### config.mk
export PLATFORM = sky130hd
export DESIGN_NAME = hazard_ctrl
export DESIGN_NICKNAME = d
export VERILOG_FILES = /design/src/rtl/hazard_pkg.sv /design/src/rtl/sat_counter.sv /design/src/rtl/hazard_ctrl.sv
export SDC_FILE = /design/constraint.sdc
export NUM_CORES = 1
export LEC_CHECK = 0
export ABC_AREA = 1
export BUFFER_PORTS_ARGS = -buffer_cell sky130_fd_sc_hd__buf_2
export CORE_MARGIN = 3
export CORE_UTILIZATION = 50
export DETAILED_ROUTE_END_ITERATION = 12
export PLACE_DENSITY = 0.83
export RECOVER_POWER = 25
export SLEW_MARGIN = 15
export SYNTH_ARGS = -nofsm -noshare
export SYNTH_HDL_FRONTEND = slang
export SYNTH_SLANG_ARGS = --single-unit
### constraint.sdc
create_clock -name clk -period 1.7 [get_ports clk]
set_input_delay 0.17 -clock clk [delete_from_list [all_inputs] [get_ports clk]]
set_output_delay 0.17 -clock clk [all_outputs]
set_load 0.05 [all_outputs]
### src/rtl/hazard_pkg.sv
// ---------------------------------------------------------------------------
// hazard_pkg
// Shared definitions for the pipeline hazard controller.
//   - hz_state_e : controller FSM state (RUN, MDU_WAIT)
//   - X0         : index of the hard-wired zero register
//   - NOP_INSN   : encoding that a flushed pipeline register represents
// ---------------------------------------------------------------------------
package hazard_pkg;

   // RUN is the normal flowing pipeline; MDU_WAIT means a multi-cycle
   // MUL/DIV currently owns the EX stage.
   typedef enum logic [0:0] {
      RUN      = 1'b0,
      MDU_WAIT = 1'b1
   } hz_state_e;

   // x0 is hard-wired to zero, so a load targeting it can never create a
   // true data dependence.
   localparam logic [4:0] X0 = 5'd0;

   // A *_flush output makes the pipeline register load a bubble. The
   // datapath realises the bubble as the canonical NOP (addi x0, x0, 0)
   // with all side-effect controls (reg write, mem access) cleared.
   localparam logic [31:0] NOP_INSN = 32'h0000_0013;

endpackage

### src/rtl/sat_counter.sv
// ---------------------------------------------------------------------------
// sat_counter
// Saturating up-counter used for the hazard performance counters.
//   clk   in   clock
//   rstn  in   asynchronous active-low reset, clears the count
//   inc   in   increment request for this cycle
//   count out  current count, sticks at all-ones instead of wrapping
// ---------------------------------------------------------------------------
module sat_counter #(
   parameter int W = 32
) (
   input  logic         clk,
   input  logic         rstn,
   input  logic         inc,
   output logic [W-1:0] count
);

   logic [W-1:0] count_q;
   logic [W-1:0] count_d;

   // Next value: step by one unless the counter is already saturated.
   always_comb begin
      count_d = count_q;
      if (inc && (count_q != {W{1'b1}})) begin
         count_d = count_q + W'(1);
      end
   end

   // Count register, cleared asynchronously.
   always_ff @(posedge clk or negedge rstn) begin
      if (!rstn) begin
         count_q <= '0;
      end else begin
         count_q <= count_d;
      end
   end

   assign count = count_q;

endmodule

### src/rtl/hazard_ctrl.sv
// ---------------------------------------------------------------------------
// hazard_ctrl
// Central hazard controller of the 5-stage core. Produces write enables and
// bubble (flush) controls for PC, IF/ID, ID/EX, EX/MEM and MEM/WB.
//   clk, rstn                 clock, asynchronous active-low reset
//   id_rs1/id_rs2             sources of the instruction in ID
//   id_use_rs1/id_use_rs2     ID instruction really reads that source
//   ex_memread, ex_rd         EX holds a load, and its destination
//   ex_redirect               taken branch / jump resolved in EX
//   ex_mdu_start, mdu_done    MUL/DIV start (first cycle) and completion
//   mem_req, mem_ready        data-memory access in MEM and its completion
//   *_we, *_flush             pipeline register update / bubble controls
//   stall_cnt, flush_cnt      saturating counts of stall cycles / redirects
// ---------------------------------------------------------------------------
module hazard_ctrl
   import hazard_pkg::*;
#(
   parameter int CNT_W = 32
) (
   input  logic             clk,
   input  logic             rstn,
   input  logic [4:0]       id_rs1,
   input  logic [4:0]       id_rs2,
   input  logic             id_use_rs1,
   input  logic             id_use_rs2,
   input  logic             ex_memread,
   input  logic [4:0]       ex_rd,
   input  logic             ex_redirect,
   input  logic             ex_mdu_start,
   input  logic             mdu_done,
   input  logic             mem_req,
   input  logic             mem_ready,
   output logic             pc_we,
   output logic             if_id_we,
   output logic             id_ex_we,
   output logic             ex_mem_we,
   output logic             mem_wb_we,
   output logic             if_id_flush,
   output logic             id_ex_flush,
   output logic             ex_mem_flush,
   output logic             mem_wb_flush,
   output logic [CNT_W-1:0] stall_cnt,
   output logic [CNT_W-1:0] flush_cnt
);

   hz_state_e state_q;
   hz_state_e state_d;

   logic mem_wait;
   logic mdu_busy;
   logic load_use;
   logic redirect_taken;
   logic stall_inc;

   // Hazard detection terms. A start and done in the same cycle is a
   // single-cycle op and never occupies EX beyond that cycle.
   always_comb begin
      mem_wait = mem_req && !mem_ready;
      mdu_busy = ((state_q == RUN) && ex_mdu_start && !mdu_done) ||
                 ((state_q == MDU_WAIT) && !mdu_done);
      load_use = ex_memread && (ex_rd != X0) &&
                 ((id_use_rs1 && (id_rs1 == ex_rd)) ||
                  (id_use_rs2 && (id_rs2 == ex_rd)));
   end

   // Priority-ordered control generation: memory wait freezes everything,
   // then MDU occupancy, then redirect, then load-use. A redirect hidden
   // behind a freeze is neither applied nor counted; EX holds it until the
   // first unfrozen cycle. In reset all controls are forced inactive.
   always_comb begin
      pc_we          = 1'b1;
      if_id_we       = 1'b1;
      id_ex_we       = 1'b1;
      ex_mem_we      = 1'b1;
      mem_wb_we      = 1'b1;
      if_id_flush    = 1'b0;
      id_ex_flush    = 1'b0;
      ex_mem_flush   = 1'b0;
      mem_wb_flush   = 1'b0;
      redirect_taken = 1'b0;
      state_d        = state_q;

      if (!rstn) begin
         pc_we     = 1'b0;
         if_id_we  = 1'b0;
         id_ex_we  = 1'b0;
         ex_mem_we = 1'b0;
         mem_wb_we = 1'b0;
         state_d   = RUN;
      end else if (mem_wait) begin
         pc_we        = 1'b0;
         if_id_we     = 1'b0;
         id_ex_we     = 1'b0;
         ex_mem_we    = 1'b0;
         mem_wb_flush = 1'b1;
         // The MDU keeps its result until EX/MEM can take it, so a done
         // during the freeze still ends the MUL/DIV occupancy.
         if ((state_q == MDU_WAIT) && mdu_done) begin
            state_d = RUN;
         end
      end else if (mdu_busy) begin
         pc_we        = 1'b0;
         if_id_we     = 1'b0;
         id_ex_we     = 1'b0;
         ex_mem_flush = 1'b1;
         if (state_q == RUN) begin
            state_d = MDU_WAIT;
         end
      end else begin
         // Reaching here from MDU_WAIT means mdu_done is high: the result
         // advances normally this cycle.
         if (state_q == MDU_WAIT) begin
            state_d = RUN;
         end
         if (ex_redirect) begin
            if_id_flush    = 1'b1;
            id_ex_flush    = 1'b1;
            redirect_taken = 1'b1;
         end else if (load_use) begin
            pc_we       = 1'b0;
            if_id_we    = 1'b0;
            id_ex_flush = 1'b1;
         end
      end
   end

   // FSM state register; reset aborts any MUL/DIV wait immediately.
   always_ff @(posedge clk or negedge rstn) begin
      if (!rstn) begin
         state_q <= RUN;
      end else begin
         state_q <= state_d;
      end
   end

   // Every cycle out of reset in which the PC is held counts as a stall.
   assign stall_inc = rstn && !pc_we;

   sat_counter #(.W(CNT_W)) u_stall_cnt (
      .clk   (clk),
      .rstn  (rstn),
      .inc   (stall_inc),
      .count (stall_cnt)
   );

   sat_counter #(.W(CNT_W)) u_flush_cnt (
      .clk   (clk),
      .rstn  (rstn),
      .inc   (redirect_taken),
      .count (flush_cnt)
   );

endmodule

==> results of run 1 <==
[synthesized netlist by cell type (4+ instances only)]
library cell and instances:
sky130_fd_sc_hd__buf_2 4, sky130_fd_sc_hd__nor3_1 19, sky130_fd_sc_hd__inv_1 61, sky130_fd_sc_hd__nor2_1 93
sky130_fd_sc_hd__nand4_1 41, sky130_fd_sc_hd__dfrtp_1 65, sky130_fd_sc_hd__o21ai_1 5, sky130_fd_sc_hd__nand3_1 16
sky130_fd_sc_hd__xnor2_1 16, sky130_fd_sc_hd__nand2_1 257, sky130_fd_sc_hd__xor2_1 34, sky130_fd_sc_hd__nand3b_1 7
sky130_fd_sc_hd__o21ai_0 6, sky130_fd_sc_hd__buf_4 4
[registers in the layout, indices dropped and copies added (netlist names)]
name / flops
state_q: 1
u_flush_cnt.count: 32
u_stall_cnt.count: 32
[cell families (layout without fill, tap and decap cells)]
kind of cell	count (synthesis)	after routing	synth area share (%)
xor+xnor	50	50	9.969
compound gates	12	12	1.453
buf+inv	79	246	7.718
fa+ha+maj	2	2	0.5695
simple gates	446	450	43.26
flops	65	65	37.03
[metal layers]
metal,share of wire [%],GRT usage [%],up-vias
met5,0,0,-
met4,3.0,10.61,0
met3,8.5,3.296,54
met2,50,42.53,294
met1,39,35.28,2445
li1,-,-,2393
[power by group through the flow]
| stage | Sequential [mW] | Combinational, mW | Clock, mW |
|---|---|---|---|
| 3_5_place_dp | 1.92 | 1.27 | 0 |
| 6_report | 1.89 | 1.56 | 1.34 |
| 5_1_grt | 1.90 | 1.67 | 1.42 |
| 3_3_place_gp | 1.91 | 1.25 | 0 |
| 4_1_cts | 1.89 | 1.33 | 1.32 |
| 2_1_floorplan | 2.32 | 0.497 | 0 |
[worst paths after layout]
| check | slack (ns) | endpoint | from |
|---|---|---|---|
| min in group clk | 0.19 | state_q$_DFFE_PN0P_ | mdu_done |
| hold reg to reg | 0.50 | u_flush_cnt.count[13]$_DFFE_PN0P_ | u_flush_cnt.count[13]$_DFFE_PN0P_ |
| setup reg to reg | -0.08 | u_flush_cnt.count[13]$_DFFE_PN0P_ | u_flush_cnt.count[0]$_DFFE_PN0P_ |
| hold / removal | 0.03 | state_q$_DFFE_PN0P_ | rstn |
| setup / recovery | -0.08 | u_flush_cnt.count[13]$_DFFE_PN0P_ | u_flush_cnt.count[0]$_DFFE_PN0P_ |
| max in group asynchronous | 1.16 | u_flush_cnt.count[22]$_DFFE_PN0P_ | rstn |
[critical path, stage by stage, from the launching register on]
cell	delay, ns
sky130_fd_sc_hd__dfrtp_2	0.41
sky130_fd_sc_hd__buf_4	0.12
sky130_fd_sc_hd__buf_4	0.10
sky130_fd_sc_hd__inv_1	0.08
sky130_fd_sc_hd__nor3_2	0.23
sky130_fd_sc_hd__nand2_2	0.16
sky130_fd_sc_hd__nor2_2	0.13
sky130_fd_sc_hd__buf_4	0.13
sky130_fd_sc_hd__nand2_1	0.04
sky130_fd_sc_hd__nor2_1	0.15
sky130_fd_sc_hd__xor2_1	0.16
[what timing repair did]
| action | in CTS | in global routing |
|---|---|---|
| buffers inserted | 2 | 21 |
| gates resized for setup | 5 | 82 |
| pin swaps | 2 | 39 |
| hold endpoints to repair | 65 | 65 |
| endpoints found under the setup margin | 17 | 61 |
| gates cloned | 1 | 7 |
[layout make-up]
type                       instances  area (µm²)  share of cell area [%]
sequential                        65        1697                   26.97
tap                              105       131.4                   2.088
clock buffer                      13       148.9                   2.367
clock inverter                     3       40.04                  0.6364
timing repair buffer             168        1169                   18.58
multi-input combinational        514        2845                   45.23
inverter                          62       260.3                   4.137
[per-stage QoR]
stage	util (%)	area (µm²)
2_1_floorplan	-	4641
3_3_place_gp	65.32	5475
3_5_place_dp	65.32	5475
4_1_cts	68.08	5707
5_1_grt	75.06	6291
6_report	75.06	6291
==> impl_table.tex, run 1 <==
\begin{tabular}{lr}
\hline
Metric & Value \\
\hline
\multicolumn{2}{l}{\textbf{Floorplan}} \\
\quad Starting density of the core & 52.41\% \\
\quad Number of standard-cell rows in the floorplan & 33 \\
\quad Count of boundary I/O pins & 98 \\
\quad Area of the core & 0.008382 mm² \\
\quad Die span in y & around 100 µm \\
\quad X dimension of the die & 99.74 µm \\
\quad Area of the die & 0.009947 mm² \\
\multicolumn{2}{l}{\textbf{Logic synthesis}} \\
\quad Async S/R FF share, synth & 100.0\% \\
\quad Leading register cell type out of synthesis & sky130\_fd\_sc\_hd\_\_dfrtp\_1 \\
\quad Number of synthesized register bits & 65 \\
\quad Synth Cell Area & roughly 0.0044 mm² \\
\quad Sequential area share after synthesis & between 30\% and 40\% \\
\quad Post-synthesis average cell area & around 6.7 µm² \\
\quad Distinct cells, synth & 26 \\
\quad Synth Instances & 654 \\
\quad Syn. warnings & 0 \\
\quad Post-synth EDFFs & 0 \\
\quad Share of Yosys cell area claimed by the top area cell type & between 30\% and 40\% \\
\quad Post-Synthesis Net Count & 681 \\
\quad Cell types with the largest area share after synthesis & sky130\_fd\_sc\_hd\_\_dfrtp\_1 37\%, sky130\_fd\_sc\_hd\_\_nand2\_1 22\%, sky130\_fd\_sc\_hd\_\_nor2\_1 7.9\%, sky130\_fd\_sc\_hd\_\_xor2\_1 6.8\%, sky130\_fd\_sc\_hd\_\_nand4\_1 5.8\% \\
\quad Largest area contributor in the netlist & sky130\_fd\_sc\_hd\_\_dfrtp\_1 \\
\multicolumn{2}{l}{\textbf{Worst setup path}} \\
\quad Register-to-Register Path Depth & 10 \\
\quad WP data arrival & between 2 and 2.5 ns \\
\quad Maximum fanout encountered on the critical timing path & 4 \\
\quad Type of the setup path with the least slack & flop to flop \\
\quad Capturing element type of the critical path & flop \\
\quad Crit start category & flop \\
\quad Data required time of the worst path & 1.97 ns \\
\multicolumn{2}{l}{\textbf{GRT}} \\
\quad GRT Total Usage & 26.14\% \\
\quad Initial antenna violation count & 0 \\
\quad Vias in the first global route & 4571 \\
\quad Pin count of the biggest net entering global routing & between 100 and 150 \\
\quad GRT overflow & 0 \\
\quad Global-route wire length before repair & 21.21 mm \\
\multicolumn{2}{l}{\textbf{Power}} \\
\quad Part of the power in registers & 39.5\% \\
\quad Combinational group share of total power & roughly a third \\
\quad Net switching power & 1.861 mW \\
\quad Total Power Consumption & roughly 4.8 mW \\
\quad Static Leak & between 3 and 4 nW \\
\quad Total power divided by cell area & 761.9 mW/mm² \\
\quad Maximum VDD drop & 0.8613 mV \\
\quad Clock network fraction of design power & 27.9\% \\
\quad Pint & about 2.9 mW \\
\quad Net Sw Frac & 38.82\% \\
\multicolumn{2}{l}{\textbf{CTS}} \\
\quad Clock slew seen by the registers of the worst setup and hold paths & 0.07 ns \\
\quad Maximum clock insertion buffer count & 2 \\
\quad Root Buffer Master & sky130\_fd\_sc\_hd\_\_clkbuf\_8 \\
\quad H-tree depth & 3 \\
\quad TritonCTS clock tree & done \\
\quad Number of CTS-inserted buffers & 9 \\
\quad Clock latency on the worst-skew pair & approximately 0.35 ns \\
\quad Total number of clock tree sinks & 65 \\
\multicolumn{2}{l}{\textbf{Detailed routing}} \\
\quad Number of optimization iterations in the first detailed-route pass & 5 \\
\quad Iter 0 DRT Violations & 420 \\
\quad Routed wirelength normalized by instance count & 16.03 µm \\
\quad DRT antenna net count & 0 \\
\quad Vias per inst & 5.576 \\
\quad Total wire length & 14.91 mm \\
\quad Routed via count & 5186 \\
\quad Total DRC errors in the routed layout & 0 \\
\multicolumn{2}{l}{\textbf{STA}} \\
\quad Transition time of the tightest slew-check pin & 0.5633 ns \\
\quad Worst hold slack across all endpoints & 0.03446 ns \\
\quad Final worst-path cycle share & 104.6\% \\
\quad Total negative setup slack & -1.554 ns \\
\quad Setup ws final & -0.07874 ns \\
\quad Final number of hold-violating endpoints & 0 \\
\quad Post-route minimum period & about 1.8 ns \\
\quad Final setup violating endpoints & 41 \\
\quad Maximum operating frequency & roughly 0.56 GHz \\
\quad Post-route clock skew & between 0.007 and 0.008 ns \\
\quad Pins over their slew limit & 0 \\
\quad Unrepaired setup endpoints after global routing & yes \\
\quad Headroom to the max-slew limit & 62.44\% \\
\multicolumn{2}{l}{\textbf{Cells and area}} \\
\quad Post-layout instance count excluding filler cells & 930 \\
\quad Antenna diodes & 0 \\
\quad Most used cells in the layout excluding fill and tap cells & 236 x sky130\_fd\_sc\_hd\_\_nand2\_1, 93 x sky130\_fd\_sc\_hd\_\_buf\_2, 71 x sky130\_fd\_sc\_hd\_\_nor2\_1, 58 x sky130\_fd\_sc\_hd\_\_buf\_4, 56 x sky130\_fd\_sc\_hd\_\_dfrtp\_2 \\
\quad Nets & 847 \\
\quad Fraction of layout cells with a size suffix above 1 & 38.91\% \\
\quad Most common cell after layout, fill and taps aside & sky130\_fd\_sc\_hd\_\_nand2\_1 \\
\quad Syn-to-layout area delta & 43.21\% \\
\quad Layout filler cell count & roughly 640 \\
\multicolumn{2}{l}{\textbf{Placed design}} \\
\quad Post-placement setup slack & -0.05636 ns \\
\quad Count of input and output buffers & just under 100 \\
\quad Detailed placer's ending HPWL & approximately 9.5 mm \\
\quad Number of cells in the design after placement & just under 900 \\
\quad Routability Congestion & 0.9235 \\
\multicolumn{2}{l}{\textbf{Outcome}} \\
\quad Outcome & finished, violations left \\
\quad Failing checks & negative setup slack \\
\multicolumn{2}{l}{\textbf{Hold path}} \\
\quad Path class of the lowest-slack min-delay path & input pin to async pin \\
\multicolumn{2}{l}{\textbf{Job}} \\
\quad Maximum Capacitance Violations & 0 \\
\hline
\end{tabular}
(Power assumes the default switching activity.)
==> run 2, diff against run 1 <==
- GPL_TIMING_DRIVEN: not set -> 0
- SYNTH_HIERARCHICAL: not set -> 1
==> run 2 against run 1 <==
Against the previous run: the flow still finishes with violations (negative setup slack); critical path type unchanged; register-to-register slack about the same; area after synthesis is 8.1% higher; non-clock buffer count decreased by 18; worst setup slack worse by 0.0034 ns.
==> impl_table.tex, run 2 <==
\begin{tabular}{lr}
\hline
Metric & Value \\
\hline
\multicolumn{2}{l}{\textbf{Outcome}} \\
\quad Outcome & finished, violations left \\
\quad Failing checks & negative setup slack \\
\multicolumn{2}{l}{\textbf{Floorplan}} \\
\quad Starting density of the core & a little over half \\
\quad Area of the core & 0.008976 mm² \\
\quad Count of boundary I/O pins & 98 \\
\quad X dimension of the die & 103.5 µm \\
\quad Area of the die & 0.01070 mm² \\
\quad Die span in y & 103.5 µm \\
\quad Number of standard-cell rows in the floorplan & 34 \\
\multicolumn{2}{l}{\textbf{CTS}} \\
\quad Total number of clock tree sinks & 65 \\
\quad Clock slew seen by the registers of the worst setup and hold paths & 0.07 ns \\
\quad Number of CTS-inserted buffers & 9 \\
\quad H-tree depth & 3 \\
\quad Root Buffer Master & sky130\_fd\_sc\_hd\_\_clkbuf\_8 \\
\quad TritonCTS clock tree & done \\
\quad Clock latency on the worst-skew pair & 0.35 ns \\
\quad Maximum clock insertion buffer count & 2 \\
\multicolumn{2}{l}{\textbf{Worst setup path}} \\
\quad WP data arrival & 2.03 ns \\
\quad Terminus of the critical flop-to-flop path & u\_flush\_cnt/count[18]\$\_DFFE\_PN0P\_ \\
\quad Capturing element type of the critical path & flop \\
\quad Maximum fanout encountered on the critical timing path & 6 \\
\quad R2R Path Start & state\_q\$\_DFFE\_PN0P\_ \\
\quad Crit start category & flop \\
\quad Data required time of the worst path & 1.95 ns \\
\quad Type of the setup path with the least slack & flop to flop \\
\quad Register-to-Register Path Depth & 12 \\
\quad Reg2Reg Setup Slack & -0.08 ns \\
\multicolumn{2}{l}{\textbf{Logic synthesis}} \\
\quad Syn. warnings & 6 \\
\quad Most used standard cells in the synthesized netlist & 314 x sky130\_fd\_sc\_hd\_\_nand2\_1, 116 x sky130\_fd\_sc\_hd\_\_nor2\_1, 75 x sky130\_fd\_sc\_hd\_\_inv\_1 \\
\quad Post-synthesis average cell area & about 6.4 µm² \\
\quad Leading register cell type out of synthesis & sky130\_fd\_sc\_hd\_\_dfrtp\_1 \\
\quad Post-Synthesis Net Count & 774 \\
\quad Post-synth EDFFs & 0 \\
\quad Share of Yosys cell area claimed by the top area cell type & 34.26\% \\
\quad Share of cell area taken by muxes after synthesis & 0\% \\
\quad Cell types with the largest area share after synthesis & sky130\_fd\_sc\_hd\_\_dfrtp\_1 34\%, sky130\_fd\_sc\_hd\_\_nand2\_1 25\%, sky130\_fd\_sc\_hd\_\_nor2\_1 9.2\%, sky130\_fd\_sc\_hd\_\_inv\_1 5.9\%, sky130\_fd\_sc\_hd\_\_nand3\_1 5.1\% \\
\quad Synth Cell Area & 0.004748 mm² \\
\quad Distinct cells, synth & 25 \\
\quad Sequential area share after synthesis & 34.26\% \\
\quad Number of synthesized register bits & 65 \\
\quad Async S/R FF share, synth & 100.0\% \\
\quad Area share of xor/xnor cells in the synthesized design & approximately 3.0\% \\
\quad Largest area contributor in the netlist & sky130\_fd\_sc\_hd\_\_dfrtp\_1 \\
\quad Compound-gate portion of the synthesized area & under 10\% \\
\quad Synth Area in Simple Gates & 51.17\% \\
\quad Most frequent cell after synthesis & sky130\_fd\_sc\_hd\_\_nand2\_1 \\
\quad Main combinational cell family by area after synthesis & simple AND/OR/NAND/NOR gates \\
\quad Synth Instances & 747 \\
\quad Area share of fa/ha/maj cells after synthesis & 0.5270\% \\
\multicolumn{2}{l}{\textbf{GRT}} \\
\quad Most congested layer reported by global routing & met2 \\
\quad GRT overflow & 0 \\
\quad Met2 Resource Use GR & slightly below 40\% \\
\quad Initial antenna violation count & 0 \\
\quad Vias in the first global route & 4566 \\
\quad Met3 usage & 5.567\% \\
\quad GRT Total Usage & 25.51\% \\
\quad Global-route wire length before repair & 21.53 mm \\
\quad Met1 Use GR & 35.99\% \\
\quad Pin count of the biggest net entering global routing & 36 \\
\multicolumn{2}{l}{\textbf{STA}} \\
\quad Final number of hold-violating endpoints & 0 \\
\quad Pins over their slew limit & 0 \\
\quad Setup ws final & -0.08214 ns \\
\quad Maximum operating frequency & 0.5611 GHz \\
\quad Post-route minimum period & 1.782 ns \\
\quad Final setup violating endpoints & 15 \\
\quad Final worst-path cycle share & 104.8\% \\
\quad Unrepaired setup endpoints after global routing & yes \\
\quad Transition time of the tightest slew-check pin & 0.7545 ns \\
\quad Headroom to the max-slew limit & slightly below 50\% \\
\quad Post-route clock skew & 0.01574 ns \\
\multicolumn{2}{l}{\textbf{Detailed routing}} \\
\quad Routed wirelength normalized by instance count & 14.01 µm \\
\quad Number of optimization iterations in the first detailed-route pass & 5 \\
\quad Iter 0 DRT Violations & 462 \\
\quad Total DRC errors in the routed layout & 0 \\
\quad Total wire length & 14.39 mm \\
\quad Routed via count & 5386 \\
\quad DRT antenna net count & 0 \\
\quad Vias per inst & 5.244 \\
\multicolumn{2}{l}{\textbf{Power}} \\
\quad Total power divided by cell area & between 600 and 700 mW/mm² \\
\quad Total Power Consumption & 4.039 mW \\
\quad Maximum VDD drop & 0.8137 mV \\
\quad Static Leak & 2.961 nW \\
\multicolumn{2}{l}{\textbf{Hold path}} \\
\quad Hold worst-path end & state\_q\$\_DFFE\_PN0P\_ \\
\quad Cell depth of the worst min-delay path & 3 \\
\quad Path class of the lowest-slack min-delay path & input pin to flop \\
\quad Critical hold path startpoint & mdu\_done \\
\multicolumn{2}{l}{\textbf{Placed design}} \\
\quad Number of cells in the design after placement & 971 \\
\quad Routability Congestion & 0.9429 \\
\quad Detailed placer's ending HPWL & 9.745 mm \\
\quad Count of input and output buffers & 97 \\
\multicolumn{2}{l}{\textbf{Cells and area}} \\
\quad Most used cells in the layout excluding fill and tap cells & 307 x sky130\_fd\_sc\_hd\_\_nand2\_1, 92 x sky130\_fd\_sc\_hd\_\_nor2\_1, 91 x sky130\_fd\_sc\_hd\_\_buf\_2, 68 x sky130\_fd\_sc\_hd\_\_inv\_1, 45 x sky130\_fd\_sc\_hd\_\_dfrtp\_2 \\
\quad Antenna diodes & 0 \\
\quad Post-layout instance count excluding filler cells & 1027 \\
\quad Fraction of layout cells with a size suffix above 1 & 33.19\% \\
\quad Nets & 923 \\
\quad Syn-to-layout area delta & 32.75\% \\
\quad Most common cell after layout, fill and taps aside & sky130\_fd\_sc\_hd\_\_nand2\_1 \\
\multicolumn{2}{l}{\textbf{Job}} \\
\quad Maximum Capacitance Violations & 0 \\
\hline
\end{tabular}
[run 2: cell count changes after synthesis, moves of 16 or more]
cell,before,now
sky130_fd_sc_hd__nand2_1,257,314
sky130_fd_sc_hd__nand3_1,16,48
sky130_fd_sc_hd__nand4_1,41,21
sky130_fd_sc_hd__nor2_1,93,116
sky130_fd_sc_hd__nor3_1,19,3
sky130_fd_sc_hd__xor2_1,34,2
[run 2: worst max path at each step]
stage / from / slack [ns] / cells after the start / end
6_report: state_q$_DFFE_PN0P_ / -0.08 / 12 / u_flush_cnt/count[18]$_DFFE_PN0P_
5_1_grt: state_q$_DFFE_PN0P_ / -0.20 / 12 / u_flush_cnt/count[26]$_DFFE_PN0P_
4_1_cts: state_q$_DFFE_PN0P_ / -0.02 / 12 / u_flush_cnt/count[26]$_DFFE_PN0P_
3_5_place_dp: ex_rd[4] / -0.72 / 16 / u_stall_cnt/count[28]$_DFFE_PN0P_
3_3_place_gp: rstn / -1.65 / 10 / u_stall_cnt/count[28]$_DFFE_PN0P_
2_1_floorplan: mem_req / -0.55 / 14 / u_flush_cnt/count[26]$_DFFE_PN0P_
[run 2: cell families (layout without fill, tap and decap cells)]
family / count (synthesis) / in the layout
DFF: 65 / 65
buffers and inverters: 93 / 247
AOI/OAI and AO/OA: 15 / 15
and+or+nand+nor: 556 / 556
adders and majority gates: 2 / 2
xor gates and xnor gates: 16 / 16
[run 2: timing repair]
action | 4_1_cts | 5_1_grt
hold endpoints to repair | 31 | 34
buffers inserted | 7 | 27
resized for setup | 16 | 58
setup endpoints to repair | 44 | 57
cloned | 0 | 2
hold buffers | 4 | 1
pin swaps | 6 | 13
[run 2: cell type report]
class | count | area, µm²
Timing Repair Buffer | 138 | 869.6
Multi-Input combinational cell | 589 | 2957
Clock buffer | 13 | 158.9
Clock inverter | 3 | 17.52
Sequential cell | 65 | 1683
Tap cell | 126 | 157.7
Buffer | 12 | 135.1
Inverter | 81 | 325.3
Fill cell | 740 | 2673
[run 2: layer usage]
layer,vias to the layer above,part of all wire (%),routed length (µm)
met5,-,0,0
met4,0,2.7,391
met3,49,9.1,1303
met2,293,45,6529
met1,2436,43,6168
li1,2608,-,-
[run 2: stage by stage]
stage               utilization (%)  hold slack (ns)  setup TNS [ns]  cell area (µm²)  worst slack [ns]
detailed placement            62.04           0.1381          -17.42             5569           -0.7226
global placement              61.79           0.4900          -88.77             5547            -1.649
global route                  70.23           0.1951          -3.318             6304           -0.2012
floorplan                         -          -0.1256          -11.59             4903           -0.5483
CTS                           65.86           0.1581        -0.04849             5912          -0.02435
finish                        70.23           0.1767         -0.4944             6304          -0.08214
[run 2: power breakdown]
| part | internal, mW | total [mW] | switching (mW) |
|---|---|---|---|
| Clock | 0.606 | 1.22 | 0.616 |
| Combinational | 0.342 | 1.03 | 0.686 |
| Sequential | 1.64 | 1.79 | 0.145 |
| Total | 2.59 | 4.04 | 1.45 |
[run 2: worst max-delay path: stages, from the launching register on]
cell and delay (ns):
sky130_fd_sc_hd__dfrtp_1 0.38, sky130_fd_sc_hd__o21ai_2 0.15, sky130_fd_sc_hd__inv_2 0.07, sky130_fd_sc_hd__nor2_4 0.11, sky130_fd_sc_hd__inv_2 0.06, sky130_fd_sc_hd__nor2_4 0.19
sky130_fd_sc_hd__inv_4 0.08, sky130_fd_sc_hd__nor2_4 0.15, sky130_fd_sc_hd__nand2_2 0.08, sky130_fd_sc_hd__nor2_4 0.20, sky130_fd_sc_hd__nand3_1 0.10, sky130_fd_sc_hd__nand2_1 0.07
sky130_fd_sc_hd__nand2_1 0.04
